==> config.mk <==
export PLATFORM = sky130hd
export DESIGN_NAME = soc_top
export DESIGN_NICKNAME = d
export VERILOG_FILES = /design/src/rtl/soc_pkg.sv /design/src/rtl/soc_uart_tx.sv /design/src/rtl/soc_top.sv
export SDC_FILE = /design/constraint.sdc
export NUM_CORES = 1
export LEC_CHECK = 0
export ABC_AREA = 1
export ABC_CLOCK_PERIOD_IN_PS = 14100
export BUFFER_PORTS_ARGS = -buffer_cell sky130_fd_sc_hd__buf_2
export CAP_MARGIN = 20
export CELL_PAD_IN_SITES_DETAIL_PLACEMENT = 1
export CELL_PAD_IN_SITES_GLOBAL_PLACEMENT = 2
export CORE_MARGIN = 10
export CORE_UTILIZATION = 39
export CTS_CLUSTER_DIAMETER = 40
export CTS_CLUSTER_SIZE = 40
export DETAILED_ROUTE_END_ITERATION = 10
export GPL_ROUTABILITY_DRIVEN = 0
export GPL_TIMING_DRIVEN = 0
export PLACE_DENSITY_LB_ADDON = 0.1
export SYNTH_ARGS = -nofsm -noshare
export SYNTH_HDL_FRONTEND = slang
export SYNTH_SLANG_ARGS = --single-unit
export TNS_END_PERCENT = 30
==> constraint.sdc <==
create_clock -name clk -period 14.1 [get_ports clk]
set_input_delay 2.82 -clock clk [delete_from_list [all_inputs] [get_ports clk]]
set_output_delay 2.82 -clock clk [all_outputs]
set_load 0.005 [all_outputs]
==> src/rtl/soc_pkg.sv <==
// Shared constants, FSM encodings and the hex font for the demo SoC board top.
package soc_pkg;

  localparam int BTN_C = 0;
  localparam int BTN_U = 1;
  localparam int BTN_D = 2;
  localparam int BTN_L = 3;
  localparam int BTN_R = 4;
  localparam int NUM_BTN = 5;

  localparam int SCAN_IDX_W = 3;

  typedef enum logic [1:0] {
    UART_IDLE  = 2'd0,
    UART_START = 2'd1,
    UART_DATA  = 2'd2,
    UART_STOP  = 2'd3
  } uart_state_t;

  // Segment order {dp,g,f,e,d,c,b,a}; dp is never lit.
  function automatic logic [7:0] hex_font(input logic [3:0] nib);
    logic [7:0] pat;
    case (nib)
      4'h0: pat = 8'h3F;
      4'h1: pat = 8'h06;
      4'h2: pat = 8'h5B;
      4'h3: pat = 8'h4F;
      4'h4: pat = 8'h66;
      4'h5: pat = 8'h6D;
      4'h6: pat = 8'h7D;
      4'h7: pat = 8'h07;
      4'h8: pat = 8'h7F;
      4'h9: pat = 8'h6F;
      4'hA: pat = 8'h77;
      4'hB: pat = 8'h7C;
      4'hC: pat = 8'h39;
      4'hD: pat = 8'h5E;
      4'hE: pat = 8'h79;
      default: pat = 8'h71;
    endcase
    return pat;
  endfunction

endpackage

==> src/rtl/soc_uart_tx.sv <==
// 8N1 transmitter, BAUD_DIV cycles per bit; start is ignored while a frame is in flight.
// state | meaning: IDLE line high | START start bit | DATA 8 bits LSB-first | STOP stop bit
module soc_uart_tx
  import soc_pkg::*;
#(
  parameter int BAUD_DIV = 868
) (
  input  logic       clk,
  input  logic       rst_n,
  input  logic       start,
  input  logic [7:0] data,
  output logic       tx,
  output logic       busy
);

  localparam int BW = $clog2(BAUD_DIV + 1);
  localparam logic [BW-1:0] BAUD_RELOAD = BW'(BAUD_DIV - 1);

  uart_state_t r_state;
  logic [BW-1:0] r_baud;
  logic [2:0]    r_bit;
  logic [7:0]    r_shift;
  logic          r_tx;
  logic          r_busy;

  always_ff @(posedge clk or posedge rst_n) begin
    if (rst_n) begin
      r_state <= UART_IDLE;
      r_baud  <= '0;
      r_bit   <= '0;
      r_shift <= '0;
      r_tx    <= 1'b1;
      r_busy  <= 1'b0;
    end else begin
      case (r_state)
        UART_IDLE: begin
          if (start) begin
            r_shift <= data;
            r_tx    <= 1'b0;
            r_busy  <= 1'b1;
            r_baud  <= BAUD_RELOAD;
            r_bit   <= '0;
            r_state <= UART_START;
          end
        end
        UART_START: begin
          if (r_baud == '0) begin
            r_tx    <= r_shift[0];
            r_shift <= r_shift >> 1;
            r_baud  <= BAUD_RELOAD;
            r_state <= UART_DATA;
          end else begin
            r_baud <= r_baud - 1'b1;
          end
        end
        UART_DATA: begin
          if (r_baud == '0) begin
            r_baud <= BAUD_RELOAD;
            if (r_bit == 3'd7) begin
              r_tx    <= 1'b1;
              r_state <= UART_STOP;
            end else begin
              r_bit   <= r_bit + 1'b1;
              r_tx    <= r_shift[0];
              r_shift <= r_shift >> 1;
            end
          end else begin
            r_baud <= r_baud - 1'b1;
          end
        end
        UART_STOP: begin
          if (r_baud == '0) begin
            r_busy  <= 1'b0;
            r_state <= UART_IDLE;
          end else begin
            r_baud <= r_baud - 1'b1;
          end
        end
        default: begin
          r_tx    <= 1'b1;
          r_busy  <= 1'b0;
          r_state <= UART_IDLE;
        end
      endcase
    end
  end

  assign tx   = r_tx;
  assign busy = r_busy;

endmodule

==> src/rtl/soc_top.sv <==
// Board I/O top: button/switch conditioning, 32-bit display value, 7-seg scan, LEDs, UART.
// Optional transmitter is built only when SOC_UART_EN is defined.
module soc_top
  import soc_pkg::*;
#(
  parameter int IO_LED_WIDTH    = 16,
  parameter int DEBOUNCE_CYCLES = 1_000_000,
  parameter int SCAN_DIV        = 100_000,
  parameter int BAUD_DIV        = 868
) (
  input  logic                    clk,
  input  logic                    rst_n,
  input  logic [4:0]              btn,
  input  logic [7:0]              sw,
  output logic [IO_LED_WIDTH-1:0] led,
  output logic [7:0]              seg0,
  output logic [7:0]              seg1,
  output logic [7:0]              seg_an,
  output logic                    uart_tx
);

  localparam int DB_W = $clog2(DEBOUNCE_CYCLES + 1);
  localparam int SC_W = $clog2(SCAN_DIV + 1);
  localparam logic [DB_W-1:0] DB_RELOAD = DB_W'(DEBOUNCE_CYCLES - 1);
  localparam logic [SC_W-1:0] SC_RELOAD = SC_W'(SCAN_DIV - 1);
  localparam int DISP_LED_W = IO_LED_WIDTH - 9;

  logic [NUM_BTN-1:0] r_btn_s1, r_btn_s2;
  logic [7:0]         r_sw_s1, r_sw_s2;
  logic [NUM_BTN-1:0] r_db_level, r_db_level_d, r_press;
  logic [DB_W-1:0]    r_db_cnt [NUM_BTN];
  logic [31:0]        r_disp;
  logic [SC_W-1:0]    r_scan_cnt;
  logic [SCAN_IDX_W-1:0] r_scan_idx;
  logic [IO_LED_WIDTH-1:0] r_led;
  logic [7:0]         r_seg0, r_seg1, r_seg_an;
  logic               w_uart_busy;
  logic [7:0]         w_pat;

  always_ff @(posedge clk or posedge rst_n) begin
    if (rst_n) begin
      r_btn_s1 <= '0;
      r_btn_s2 <= '0;
      r_sw_s1  <= '0;
      r_sw_s2  <= '0;
    end else begin
      r_btn_s1 <= btn;
      r_btn_s2 <= r_btn_s1;
      r_sw_s1  <= sw;
      r_sw_s2  <= r_sw_s1;
    end
  end

  // Any sample equal to the accepted level restarts the stability window.
  always_ff @(posedge clk or posedge rst_n) begin
    if (rst_n) begin
      r_db_level   <= '0;
      r_db_level_d <= '0;
      r_press      <= '0;
      for (int i = 0; i < NUM_BTN; i++) r_db_cnt[i] <= DB_RELOAD;
    end else begin
      r_db_level_d <= r_db_level;
      r_press      <= r_db_level & ~r_db_level_d;
      for (int i = 0; i < NUM_BTN; i++) begin
        if (r_btn_s2[i] == r_db_level[i]) begin
          r_db_cnt[i] <= DB_RELOAD;
        end else if (r_db_cnt[i] == '0) begin
          r_db_level[i] <= r_btn_s2[i];
          r_db_cnt[i]   <= DB_RELOAD;
        end else begin
          r_db_cnt[i] <= r_db_cnt[i] - 1'b1;
        end
      end
    end
  end

  always_ff @(posedge clk or posedge rst_n) begin
    if (rst_n) begin
      r_disp <= '0;
    end else if (r_press[BTN_C]) begin
      r_disp <= '0;
    end else if (r_press[BTN_U]) begin
      r_disp <= r_disp + 32'd1;
    end else if (r_press[BTN_D]) begin
      r_disp <= r_disp - 32'd1;
    end else if (r_press[BTN_L]) begin
      r_disp <= {r_disp[23:0], r_sw_s2};
    end
  end

`ifdef SOC_UART_EN
  logic w_uart_start;
  assign w_uart_start = r_press[BTN_R] & ~w_uart_busy;

  soc_uart_tx #(
    .BAUD_DIV(BAUD_DIV)
  ) u_uart_tx (
    .clk  (clk),
    .rst_n(rst_n),
    .start(w_uart_start),
    .data (r_sw_s2),
    .tx   (uart_tx),
    .busy (w_uart_busy)
  );
`else
  logic w_unused_btn_r;
  assign w_unused_btn_r = r_press[BTN_R];
  assign w_uart_busy    = 1'b0;
  assign uart_tx        = 1'b1;
`endif

  always_ff @(posedge clk or posedge rst_n) begin
    if (rst_n) begin
      r_scan_cnt <= SC_RELOAD;
      r_scan_idx <= '0;
    end else if (r_scan_cnt == '0) begin
      r_scan_cnt <= SC_RELOAD;
      r_scan_idx <= r_scan_idx + 1'b1;
    end else begin
      r_scan_cnt <= r_scan_cnt - 1'b1;
    end
  end

  assign w_pat = hex_font(r_disp[{r_scan_idx, 2'b00} +: 4]);

  // Outputs stay 0 during reset; the first post-reset edge already shows digit 0.
  always_ff @(posedge clk or posedge rst_n) begin
    if (rst_n) begin
      r_led    <= '0;
      r_seg0   <= '0;
      r_seg1   <= '0;
      r_seg_an <= '0;
    end else begin
      r_led    <= {w_uart_busy, r_disp[DISP_LED_W-1:0], r_sw_s2};
      r_seg_an <= 8'h01 << r_scan_idx;
      r_seg0   <= r_scan_idx[2] ? 8'h00 : w_pat;
      r_seg1   <= r_scan_idx[2] ? w_pat : 8'h00;
    end
  end

  assign led    = r_led;
  assign seg0   = r_seg0;
  assign seg1   = r_seg1;
  assign seg_an = r_seg_an;

endmodule

# After elaboration in Yosys (flattened, before gate mapping)
# Memories as Yosys holds them, arrays and structs flattened.
# Index checks and enable logic that the tools add are counted.
# totals
in_bits	15
word_cells	67
out_inout_bits	41
mem_bits_ro	112
mem_count	1
reg_bits	209
# op_classes
bitwise_logic	6
n_eq_ne	4
n_mux	15
n_shift	2
add_sub_neg	8
n_reduce_logical	10
# mem_list
memory	depth	word_bits	rd	rd_clocked_by_memory_dff	write_ports	line	text
(no name shown)	16	7	1	0	0	soc_pkg.sv:23	case (nib)
# op_table
op	count
20-bit 2-to-1 mux	8
32-bit 2-to-1 mux	4
20-bit logical NOT	4
20-bit by 1-bit subtractor with 20-bit output, second input constant	4
32-bit by 1-bit adder with 32-bit output, second input constant	1
32-bit by 6-bit variable part select with 4-bit output	1
32-bit by 1-bit subtractor with 32-bit output, second input constant	1
17-bit logical NOT	1
17-bit 2-to-1 mux	1
17-bit by 1-bit subtractor with 17-bit output, second input constant	1
8-bit 2-to-1 mux	2
2-bit AND reduction	4
1-bit by 3-bit << shifter with 8-bit output, first input constant	1
4-bit bitwise AND	1
1-bit equality test	4
1-bit NOT	4
4-bit NOT	1
4-bit nonzero test	1
3-bit by 1-bit adder with 3-bit output, second input constant	1

# Depth between registers and ports, before layout
# Gate-level depths: netlist of the first run.
# depth
depth_word	4
mapped_depth	13
mapped_depth_nobuf	12

# Worst setup path after synthesis of the first run
# Ideal clock, no wire load.
# synth_timing
path_kind	register to output
from	reg r_led[0], in the netlist led[0]
to	out led[0]
path_buffers	0
arrival_ns	0.349
slack_ns	10.931
stages_incl_launch_ff	1
path_cell_list	dfrtp_1
# synth_lines
item	line	text
start: declaration	soc_top.sv:35	logic [IO_LED_WIDTH-1:0] r_led;
start signal: assignment	soc_top.sv:134	r_led <= {w_uart_busy, r_disp[DISP_LED_W-1:0], r_sw_s2};
end: declaration	soc_top.sv:15	output logic [IO_LED_WIDTH-1:0] led,
# No word-level cell between the ends.

# Worst setup path after layout of the first run
# layout_timing
from	reg r_led[14], in the netlist led[14]
to	out led[14]
# No word-level cell between the ends.

==> metrics.csv, run 1 <==
stage,metric,value,unit
detailed_routing,drcViolationCount,0,
clocking,cts_resized,0,
worst_setup_path,cp.arrival,1.07,ns
floorplan,rows,62,
floorplan,initial_core_util,39.6,%
worst_setup_path,critical-path-top-delay-family,flip-flops,
power_and_ir_drop,p_sw_share,23.3,%
worst_setup_path,path_cells,buf_2,
power_and_ir_drop,pwr-share-seq,39.1,%
synthesis,ys_seq_elements,205,
placement,post-dp-hpwl,25600,µm
synthesis,synthCells,1538,
power_and_ir_drop,p_clk_share,58.9,%
synthesis,synthFlopType,dfrtp_1,
sta,fin_ws,10.21,ns
clocking,cts_setup_buffers,0,
clocking,cts_tree,yes,
clocking,clock_sinks,205,
detailed_routing,top_layer_used,met4,
detailed_routing,drtIter0Drc,424,
grt,grt_overflow_total,0,
worst_setup_path,slowest_delay,0.40,ns
sta,fin_skew,0.0163,ns
sta,slew_viol_final,0,
clocking,worst_skew_pair.late_latency,0.53,ns
floorplan,die_w,191,µm
worst_setup_path,required,11.28,ns
power_and_ir_drop,p_switching,359,µW
detailed_routing,antenna_left,0,
grt,grt_max_degree,106,
cells_and_area,layout-drive-gt1-share,13.7,%
cells_and_area,diodes,0,
detailed_routing,num_vias,10247,
hold_path,hp-class,reg2reg,
clocking,cts_hold_buffers,0,
worst_setup_path,startpoint_type,register,
synthesis,async_reset_ff_share,100,%
worst_setup_path,crit_buf_inv,1,
detailed_routing,first_pass_iters,4,
cells_and_area,final_area,13400,µm²
grt,grt_pass1_wl,57100,µm
power_and_ir_drop,power_report.internal_total,1180,µW
synthesis,syn_area,11400,µm²
sta,setup_viol,0,
detailed_routing,dr_wl_met2,16600,µm
worst_setup_path,critPathMaxFanout,1,
detailed_routing,vias_per_cell,5.02,
cells_and_area,area_growth,18.2,%
sta,fin_tns_setup,0,ns
sta,post-route-period-util,27.6,%
placement,pre_cts_ws,10.11,ns
power_and_ir_drop,pwr-share-comb,2.0,%
sta,fmax,0.257,GHz
clocking,cts_buffer_depth,3,
power_and_ir_drop,finalPower,1540,µW
synthesis,ys_warn_count,0,
sta,slew_headroom,38.8,%
synthesis,ys_types,43,
grt,grt_util_all_layers,19.5,%
power_and_ir_drop,power.leakage,0.00645,µW
worst_setup_path,worstSetupPathType,reg2out,
job,maxCapViolCount,0,
power_and_ir_drop,peakVddDrop,80.8,µV
detailed_routing,wirelength,34900,µm
sta,rsz0062_at_grt,false,
sta,hold_violations,0,
clocking,numCtsBuffers,37,
synthesis,synth_edf_count,0,
floorplan,io_pins,56,
power_and_ir_drop,p_per_area,115,nW/µm²
detailed_routing,wl_per_cell,17.1,µm
floorplan,die_h,191,µm
grt,antenna_found_initial,0,
sta,worstMarginPinSlew,0.917,ns
clocking,cts_max_level,2,
detailed_routing,wl_met1,16100,µm
synthesis,syn_area_per_cell,7.38,µm²
clocking,clock_tree.root_cell,clkbuf_16,
sta,min_period,3.89,ns
floorplan,coreArea,28700,µm²
worst_setup_path,endpoint_kind,output port,
placement,placed_cell_area,12100,µm²
status,status,finished clean,
grt,grt_pass1_vias,10757,
synthesis,ys_seq_area_share,45.8,%
worst_setup_path,critPathSlowestCell,dfrtp_1,
detailed_routing,wl_met3,1410,µm
placement,portBuffers,50,
cells_and_area,nNetsFinal,1668,
floorplan,die-area,36300,µm²
clocking,clk_pin_slew,0.05,ns
[cell usage after synthesis (13+ instances only)]
| master | count | area [µm²] |
|---|---|---|
| dfrtp_1 | 147 | 3680 |
| buf_2 | 20 | 100 |
| nand3_1 | 123 | 616 |
| ha_1 | 23 | 288 |
| nand2_1 | 409 | 1540 |
| inv_1 | 152 | 571 |
| dfstp_2 | 58 | 1520 |
| nor2_1 | 272 | 1020 |
| xnor2_1 | 16 | 140 |
| nand4_1 | 20 | 125 |
| o211ai_1 | 13 | 97.6 |
| o21ai_0 | 66 | 330 |
| nor3_1 | 26 | 130 |
| xor2_1 | 38 | 333 |
| a21oi_1 | 72 | 360 |
| clkbuf_1 | 21 | 78.8 |
[cell usage in the layout (no fill, tap or decap), drive strengths merged, types with 58 or more instances in the layout]
| cell type | Yosys | layout |
|---|---|---|
| nand3 | 123 | 123 |
| inv | 154 | 163 |
| nor2 | 275 | 275 |
| o21ai | 70 | 70 |
| buf | 31 | 82 |
| nand2 | 411 | 411 |
| dfrtp | 147 | 147 |
| a21oi | 75 | 75 |
| dfstp | 58 | 58 |
| clkbuf | 22 | 67 |
[worst paths after layout]
kind                                      startpoint                endpoint  slack (ns)  cells past startpoint
worst max register to register  r_press[1]$_DFF_PP0_  r_disp[11]$_DFFE_PP0P_       11.56                      7
worst min-delay path            r_sw_s1[6]$_DFF_PP0_    r_sw_s2[6]$_DFF_PP0_        0.35                      0
max in group asynchronous                      rst_n  r_disp[21]$_DFFE_PP0P_       10.77                      3
worst min register to register  r_sw_s1[6]$_DFF_PP0_    r_sw_s2[6]$_DFF_PP0_        0.35                      0
worst max-delay path               led[14]$_DFF_PP0_                 led[14]       10.21                      1
min in group asynchronous                      rst_n    r_sw_s2[3]$_DFF_PP0_        2.36                      2
[metal layers]
metal	vias up	GRT usage, %
met1	4980	25.3
met4	0	5.81
met2	160	32.7
met3	51	3.02
li1	5056	-
met5	-	0
[registers in the layout (all words and copies together), names as in the netlist]
signal,count
r_db_cnt,80
r_disp,32
r_scan_cnt,17
led,15
r_sw_s1,8
r_sw_s2,8
seg_an,8
seg0,7
seg1,7
r_btn_s1,4
r_btn_s2,4
r_db_level,4
r_db_level_d,4
r_press,4
r_scan_idx,3
[cell families (layout without fill, tap and decap cells)]
logic type               Yosys count  count (layout)  share of synthesized area [%]
adder cells (fa/ha/maj)           23              23                           2.53
other                              2               4                         0.0661
AND/OR/NAND/NOR                  877             877                           32.0
AO/OA/AOI/OAI                    167             167                           7.90
buffers and inverters            210             328                           7.51
flip-flops                       205             205                           45.8
XOR/XNOR                          54              54                           4.17
[stage by stage]
| step | cells | hold WS, ns | util [%] |
|---|---|---|---|
| 2_1_floorplan | 1540 | 0.331 | - |
| 3_3_place_gp | 1974 | 0.332 | 42.1 |
| 3_5_place_dp | 1975 | 0.336 | 42.2 |
| 4_1_cts | 2042 | 0.349 | 46.7 |
| 5_1_grt | 2042 | 0.359 | 46.7 |
| 6_report | 2042 | 0.348 | 46.7 |
[layout make-up]
cell class                 count  area, µm²
buffer                        53        263
clock buffer                  45       1050
clock inverter                22        244
fill                        3602      15300
inverter                     157        597
multi-input combinational   1125       5310
sequential                   205       5200
tap                          384        480
timing repair buffer          51        278
[power groups by stage]
stage               Combinational [µW]  Sequential [µW]  Clock (µW)
floorplan                         20.0              612           0
finish                            30.7              604         908
global placement                  30.0              613           0
global route                      36.4              605         961
detailed placement                32.1              614           0
CTS                               32.4              604         931
(Power assumes the default switching activity.)
==> run 2: changes to the inputs <==
Settings changed: ABC_AREA 1 to 0, ABC_CLOCK_PERIOD_IN_PS 14100 to 3900, CORE_UTILIZATION 39 to 40.
Clock period 14.1 ns to 3.9 ns, I/O delays scaled along.
==> run 2 against run 1 <==
Non-clock buffer count up 15; die area down 8.7%; global-route usage down 1.7 points; highest routed layer unchanged; combinational power rose to 3.8 times the previous value; first-iteration DRC count up 20%.
==> metrics.csv, run 2 <==
stage,metric,value,unit,change
synthesis,synthCells,1067,,was 1538
worst_setup_path,cp.arrival,3.61,ns,was 1.07 ns
sta,fin_skew,0.0139,ns,was 0.0163 ns
worst_setup_path,worstSetupPathType,reg2reg,,was reg2out
synthesis,synth_edf_count,0,,unchanged
job,maxCapViolCount,0,,unchanged
cells_and_area,mostFrequentLayoutCells,"147 x dfrtp_1, 111 x nand2_1, 108 x nor2_1",,"was 409 x nand2_1, 272 x nor2_1, 151 x inv_1"
synthesis,yosys-top-cells-count,"147 x dfrtp_1, 111 x nand2_1, 108 x nor2_1",,"was 409 x nand2_1, 272 x nor2_1, 152 x inv_1"
worst_setup_path,endpoint_kind,register,,was output port
grt,antenna_found_initial,0,,unchanged
floorplan,io_pins,56,,unchanged
hold_path,hp-class,reg2reg,,unchanged
detailed_routing,wl_per_cell,19.3,µm,was 17.1 µm
grt,grt_max_degree,44,,was 106
detailed_routing,first_pass_iters,5,,was 4
placement,post-dp-hpwl,20700,µm,was 25600 µm
sta,worstMarginPinSlew,1.02,ns,was 0.917 ns
sta,min_period,3.19,ns,
synthesis,ys_warn_count,0,,unchanged
clocking,cts_tree,yes,,unchanged
cells_and_area,layout-drive-gt1-share,19.2,%,was 13.7%
sta,post-route-period-util,81.8,%,
worst_setup_path,path_cells,clkbuf_1 > mux4_2 > mux2i_1 > inv_1 > ha_1 > mux4_2 > nor2_1,,was buf_2
clocking,cts_setup_buffers,0,,unchanged
power_and_ir_drop,pwr-share-comb,2.0,%,about the same
detailed_routing,vias_per_cell,5.57,,was 5.02
cells_and_area,top_regs,"r_db_cnt (80), r_disp (32), r_scan_cnt (17)",,unchanged
synthesis,ys_seq_elements,205,,unchanged
power_and_ir_drop,power_report.internal_total,4380,µW,was 1180 µW
power_and_ir_drop,pwr-share-seq,38.6,%,was 39.1%
clocking,cts_resized,0,,unchanged
synthesis,ys_seq_area_share,49.5,%,was 45.8%
floorplan,rows,59,,was 62
worst_setup_path,critPathSlowestCell,mux4_2,,was dfrtp_1
sta,fin_ws,0.712,ns,was 10.21 ns
floorplan,die_w,182,µm,was 191 µm
power_and_ir_drop,power.leakage,0.00549,µW,was 0.00645 µW
sta,setup_viol,0,,unchanged
sta,slew_viol_final,0,,unchanged
floorplan,coreArea,26000,µm²,was 28700 µm²
synthesis,yosysMostFrequentCell,dfrtp_1,,was nand2_1
clocking,cts_buffer_depth,3,,unchanged
floorplan,die-area,33200,µm²,was 36300 µm²
clocking,clock_sinks,205,,unchanged
detailed_routing,antenna_left,0,,unchanged
clocking,cts_hold_buffers,0,,unchanged
power_and_ir_drop,p_switching,1280,µW,was 359 µW
power_and_ir_drop,p_sw_share,22.7,%,was 23.3%
synthesis,synthFlopType,dfrtp_1,,unchanged
synthesis,async_reset_ff_share,100,%,unchanged
cells_and_area,nNetsFinal,1201,,was 1668
synthesis,yosys-top-cells-area,"dfrtp_1 35%, dfstp_2 15%, xnor2_1 4.8%",,"was dfrtp_1 32%, nand2_1 14%, dfstp_2 13%"
sta,slew_headroom,31.2,%,was 38.8%
clocking,clk_pin_slew,0.06,ns,was 0.05 ns
synthesis,syn_area,10500,µm²,was 11400 µm²
placement,portBuffers,50,,unchanged
worst_setup_path,startpoint_type,register,,unchanged
synthesis,syn_area_per_cell,9.85,µm²,was 7.38 µm²
grt,grt_pass1_wl,48700,µm,was 57100 µm
worst_setup_path,critPathMaxFanout,9,,was 1
worst_setup_path,crit_buf_inv,2,,was 1
synthesis,yosysTopAreaCell,dfrtp_1,,unchanged
cells_and_area,largest_register_ffs,80,,unchanged
synthesis,synth_top_area_share,35.0,%,was 32.4%
placement,pre_cts_ws,0.686,ns,was 10.11 ns
floorplan,die_h,182,µm,was 191 µm
clocking,numCtsBuffers,37,,unchanged
cells_and_area,area_growth,19.9,%,was 18.2%
detailed_routing,num_vias,8513,,was 10247
power_and_ir_drop,p_per_area,449,nW/µm²,was 115 nW/µm²
detailed_routing,wirelength,29500,µm,was 34900 µm
worst_setup_path,critical-path-top-delay-family,multiplexers,,was flip-flops
grt,grt_overflow_total,0,,unchanged
worst_setup_path,slowest_delay,0.60,ns,was 0.40 ns
clocking,clock_tree.root_cell,clkbuf_16,,unchanged
grt,grt_pass1_vias,9041,,was 10757
grt,grt_util_all_layers,17.7,%,was 19.5%
cells_and_area,diodes,0,,unchanged
worst_setup_path,required,4.32,ns,was 11.28 ns
sta,fmax,0.314,GHz,
worst_setup_path,cp_common_cell,mux4_2,,
cells_and_area,layout.cells.most_common,dfrtp_1,,was nand2_1
floorplan,initial_core_util,40.4,%,was 39.6%
power_and_ir_drop,peakVddDrop,422,µV,was 80.8 µV
synthesis,ys_types,74,,was 43
power_and_ir_drop,finalPower,5660,µW,was 1540 µW
detailed_routing,drcViolationCount,0,,unchanged
clocking,cts_max_level,2,,unchanged
power_and_ir_drop,p_clk_share,59.4,%,was 58.9%
detailed_routing,drtIter0Drc,510,,was 424
cells_and_area,regMostFlops,r_db_cnt,,unchanged
cells_and_area,fin_util,48.5,%,was 46.7%
sta,rsz0062_at_grt,false,,unchanged
clocking,worst_skew_pair.late_latency,0.51,ns,was 0.53 ns
status,status,finished clean,,unchanged
placement,place_inst,1459,,was 1975
cells_and_area,final_cell_count_no_fill,1527,,was 2042
sta,hold_violations,0,,unchanged
## run 2: worst paths after layout
kind	from	endpoint	slack [ns]	cells past startpoint
min in group asynchronous	rst_n	r_btn_s2[3]$_DFF_PP0_	0.37	2
max in group asynchronous	rst_n	r_scan_cnt[0]$_DFF_PP1_	2.12	6
min	r_sw_s1[6]$_DFF_PP0_	r_sw_s2[6]$_DFF_PP0_	0.34	0
min reg2reg	r_sw_s1[6]$_DFF_PP0_	r_sw_s2[6]$_DFF_PP0_	0.34	0
max	r_scan_idx[1]$_DFFE_PP0P_	seg1[3]$_DFF_PP0_	0.71	7
max reg2reg	r_scan_idx[1]$_DFFE_PP0P_	seg1[3]$_DFF_PP0_	0.71	7
## run 2: final cells by class
cell class	count	area [µm²]
fill	2903	13400
inverter	36	139
sequential	205	5200
tap	335	419
timing repair buffer	55	350
clock buffer	42	1010
buffer	64	285
clock inverter	26	307
multi-input combinational	764	4890
## run 2: power by group through the flow
| stage | combinational (µW) | clock, µW | sequential [µW] |
|---|---|---|---|
| after CTS | 122 | 3440 | 2180 |
| final | 116 | 3360 | 2180 |
| after global routing | 135 | 3540 | 2190 |
| after floorplan | 70.1 | 0 | 2210 |
| after global placement | 106 | 0 | 2220 |
| after detailed placement | 121 | 0 | 2220 |
## run 2: layer usage
layer | up-vias | wire (µm) | GRT usage, % | part of all wire, %
met3 | 57 | 1560 | 3.54 | 5.3
met2 | 205 | 13800 | 28.6 | 47
met1 | 4285 | 13400 | 23.3 | 45
met4 | 0 | 711 | 6.02 | 2.4
li1 | 3966 | - | - | -
met5 | - | 0 | 0 | 0
## run 2: kinds of logic after synthesis
logic type,synth area share (%)
AO/OA/AOI/OAI,11.4
multiplexers,3.12
buffers and inverters,4.00
other,0.0715
adder cells (fa/ha/maj),2.74
AND/OR/NAND/NOR,22.0
flip-flops,49.5
XOR/XNOR,7.17
## run 2: through the flow
step                      area, µm²  hold WS [ns]  setup TNS (ns)
final                         12600         0.342               0
after global routing          12600         0.356               0
after CTS                     12600         0.345               0
after detailed placement      11300         0.337               0
after global placement        11200         0.332         -124.75
after floorplan               10500         0.331               0
==> run 3: changes to the inputs <==
Settings changed: ABC_CLOCK_PERIOD_IN_PS 3900 to 3300.
Clock period 3.9 ns to 3.3 ns, I/O delays scaled along.
==> run 3 against run 2 <==
Cell area is essentially flat; sequential share of layout area is essentially flat; maximum frequency grew 1.5%; final cell count is the same; utilization is essentially flat; clock skew is essentially flat; wire length is essentially flat; hold slack lost 0.096 ns.
==> metrics.csv, run 3 (synthesis results as in run 2) <==
stage,metric,value,unit,change
status,status,finished clean,,unchanged
worst_setup_path,crit_path_start,r_disp[1]$_DFFE_PP0P_,,was r_scan_idx[1]$_DFFE_PP0P_
power_and_ir_drop,peakVddDrop,498,µV,was 422 µV
grt,antenna_found_initial,0,,unchanged
cells_and_area,regMostFlops,r_db_cnt,,unchanged
sta,timing.hold.ws,0.247,ns,was 0.342 ns
clocking,clock_tree.root_cell,clkbuf_16,,unchanged
cells_and_area,mostFrequentLayoutCells,"147 x dfrtp_1, 111 x nand2_1, 108 x nor2_1",,unchanged
cells_and_area,layout.cells.most_common,dfrtp_1,,unchanged
sta,post-route-period-util,95.2,%,was 81.8%
job,maxCapViolCount,0,,unchanged
grt,grt_overflow_total,0,,unchanged
cells_and_area,area_growth,20.0,%,was 19.9%
cells_and_area,final_cell_count_no_fill,1527,,unchanged
worst_setup_path,crit_cells,8,,was 7
worst_setup_path,critical-path-top-delay-family,simple AND/OR/NAND/NOR gates,,was multiplexers
cells_and_area,nFillCells,2902,,was 2903
placement,post-dp-hpwl,20700,µm,unchanged
floorplan,die-area,33200,µm²,unchanged
detailed_routing,wl_per_cell,19.3,µm,about the same
worst_setup_path,endpoint_kind,register,,unchanged
cells_and_area,largest_register_ffs,80,,unchanged
sta,worstMarginPinSlew,1.06,ns,was 1.02 ns
detailed_routing,antenna_left,0,,unchanged
clocking,clk_pin_slew,0.06,ns,about the same
floorplan,io_pins,56,,unchanged
floorplan,die_w,182,µm,unchanged
grt,grt_pass1_vias,9041,,unchanged
clocking,cts_tree,yes,,unchanged
floorplan,rows,59,,unchanged
power_and_ir_drop,p_per_area,530,nW/µm²,was 449 nW/µm²
worst_setup_path,cp.arrival,3.57,ns,was 3.61 ns
worst_setup_path,r2r_start,r_disp[1]$_DFFE_PP0P_,,was r_scan_idx[1]$_DFFE_PP0P_
cells_and_area,diodes,0,,unchanged
sta,fmax,0.318,GHz,was 0.314 GHz
clocking,cts_buffer_depth,3,,unchanged
grt,grt_pass1_wl,48700,µm,unchanged
detailed_routing,num_vias,8541,,was 8513
power_and_ir_drop,power.leakage,0.00549,µW,about the same
worst_setup_path,critPathMaxFanout,10,,was 9
floorplan,coreArea,26000,µm²,unchanged
clocking,numCtsBuffers,37,,unchanged
clocking,worst_skew_pair.late_latency,0.51,ns,about the same
sta,hold_violations,0,,unchanged
worst_setup_path,ff2ff_setup_slack,0.16,ns,was 0.71 ns
clocking,cts_max_level,2,,unchanged
detailed_routing,vias_per_cell,5.59,,was 5.57
worst_setup_path,required,3.73,ns,was 4.32 ns
worst_setup_path,slowest_delay,0.62,ns,was 0.60 ns
sta,fin_skew,0.0135,ns,was 0.0139 ns
sta,rsz0062_at_grt,false,,unchanged
placement,portBuffers,50,,unchanged
worst_setup_path,crit_end,r_disp[12]$_DFFE_PP0P_,,was seg1[3]$_DFF_PP0_
grt,grt_util_all_layers,17.7,%,unchanged
detailed_routing,wirelength,29500,µm,about the same
detailed_routing,drcViolationCount,0,,unchanged
worst_setup_path,critPathSlowestCell,nor2_1,,was mux4_2
worst_setup_path,ff2ff_path_depth,8,,was 7
worst_setup_path,path_cells,inv_1 > ha_1 > or4b_1 > nor2_1 > nand2_1 > xor2_1 > a2111o_1 > a31oi_1,,was clkbuf_1 > mux4_2 > mux2i_1 > inv_1 > ha_1 > mux4_2 > nor2_1
cells_and_area,layout-drive-gt1-share,19.3,%,was 19.2%
sta,setup_viol,0,,unchanged
power_and_ir_drop,finalPower,6680,µW,was 5660 µW
floorplan,die_h,182,µm,unchanged
placement,place_inst,1459,,unchanged
grt,grt_max_degree,44,,unchanged
hold_path,hp-class,in2async,,was reg2reg
detailed_routing,first_pass_iters,6,,was 5
clocking,cts_setup_buffers,0,,unchanged
worst_setup_path,startpoint_type,register,,unchanged
clocking,clock_sinks,205,,unchanged
worst_setup_path,worstSetupPathType,reg2reg,,unchanged
clocking,cts_hold_buffers,0,,unchanged
cells_and_area,nNetsFinal,1201,,unchanged
floorplan,initial_core_util,40.4,%,unchanged
sta,min_period,3.14,ns,was 3.19 ns
cells_and_area,top_regs,"r_db_cnt (80), r_disp (32), r_scan_cnt (17)",,unchanged
worst_setup_path,crit_buf_inv,1,,was 2
worst_setup_path,rr_endpoint,r_disp[12]$_DFFE_PP0P_,,was seg1[3]$_DFF_PP0_
sta,slew_viol_final,0,,unchanged
sta,slew_headroom,29.1,%,was 31.2%
detailed_routing,drtIter0Drc,501,,was 510
[run 3: cell types whose count changed in the layout (fill, tap and decap cells not counted)]
cell	change
mux2i_1	-1
mux2i_2	+1
[run 3: worst register-to-register path, stage by stage, from the launching register on]
cell,delay [ns]
dfrtp_1,0.53
inv_1,0.16
ha_1,0.26
or4b_1,0.61
nor2_1,0.63
nand2_1,0.15
xor2_1,0.17
a2111o_1,0.43
a31oi_1,0.13
[run 3: what timing repair did]
item | in CTS | in global routing
hold endpoints to repair | 0 | 0
resized for setup | 0 | 1
setup endpoints to repair | 0 | 3
[run 3: layer usage]
layer  GRT usage (%)  part of all wire, %
met5               0                    0
met4            6.02                  2.7
met3            3.54                  5.2
met2            28.6                   47
met1            23.3                   45
[run 3: per-stage QoR]
| stage | util, % | TNS, ns | instance area, µm² | setup WS, ns |
|---|---|---|---|---|
| floorplan | - | 0 | 10500 | 0.0291 |
| global placement | 43.1 | -213.21 | 11200 | -1.34 |
| detailed placement | 43.5 | 0 | 11300 | 0.0864 |
| CTS | 48.5 | 0 | 12600 | 0.0685 |
| global route | 48.5 | 0 | 12600 | 0.0534 |
| finish | 48.5 | 0 | 12600 | 0.159 |
[run 3: worst min-delay path by stage]
stage / start / endpoint / cells past startpoint
final: rst_n / r_btn_s2[3]$_DFF_PP0_ / 2
after global routing: sw[1] / r_sw_s1[1]$_DFF_PP0_ / 1
after CTS: sw[3] / r_sw_s1[3]$_DFF_PP0_ / 1
after detailed placement: r_sw_s1[2]$_DFF_PP0_ / r_sw_s2[2]$_DFF_PP0_ / 0
after global placement: r_sw_s1[4]$_DFF_PP0_ / r_sw_s2[4]$_DFF_PP0_ / 0
after floorplan: r_btn_s1[0]$_DFF_PP0_ / r_btn_s2[0]$_DFF_PP0_ / 0
[run 3: power by group]
part           total (µW)  internal [µW]  switching [µW]
registers            2580           2560            19.2
logic                 137           43.5            93.1
clock network        3970           2570            1400
[run 3: cell type report]
type	count	area (µm²)	area share, %
plain buffers	64	285	2.26
multi-input cells	764	4900	38.9
repair buffers	55	350	2.78
clock buffers	42	1010	7.99
well taps	335	419	3.32
inverters	36	139	1.10
clock inverters	26	307	2.43
flip-flops and latches	205	5200	41.3
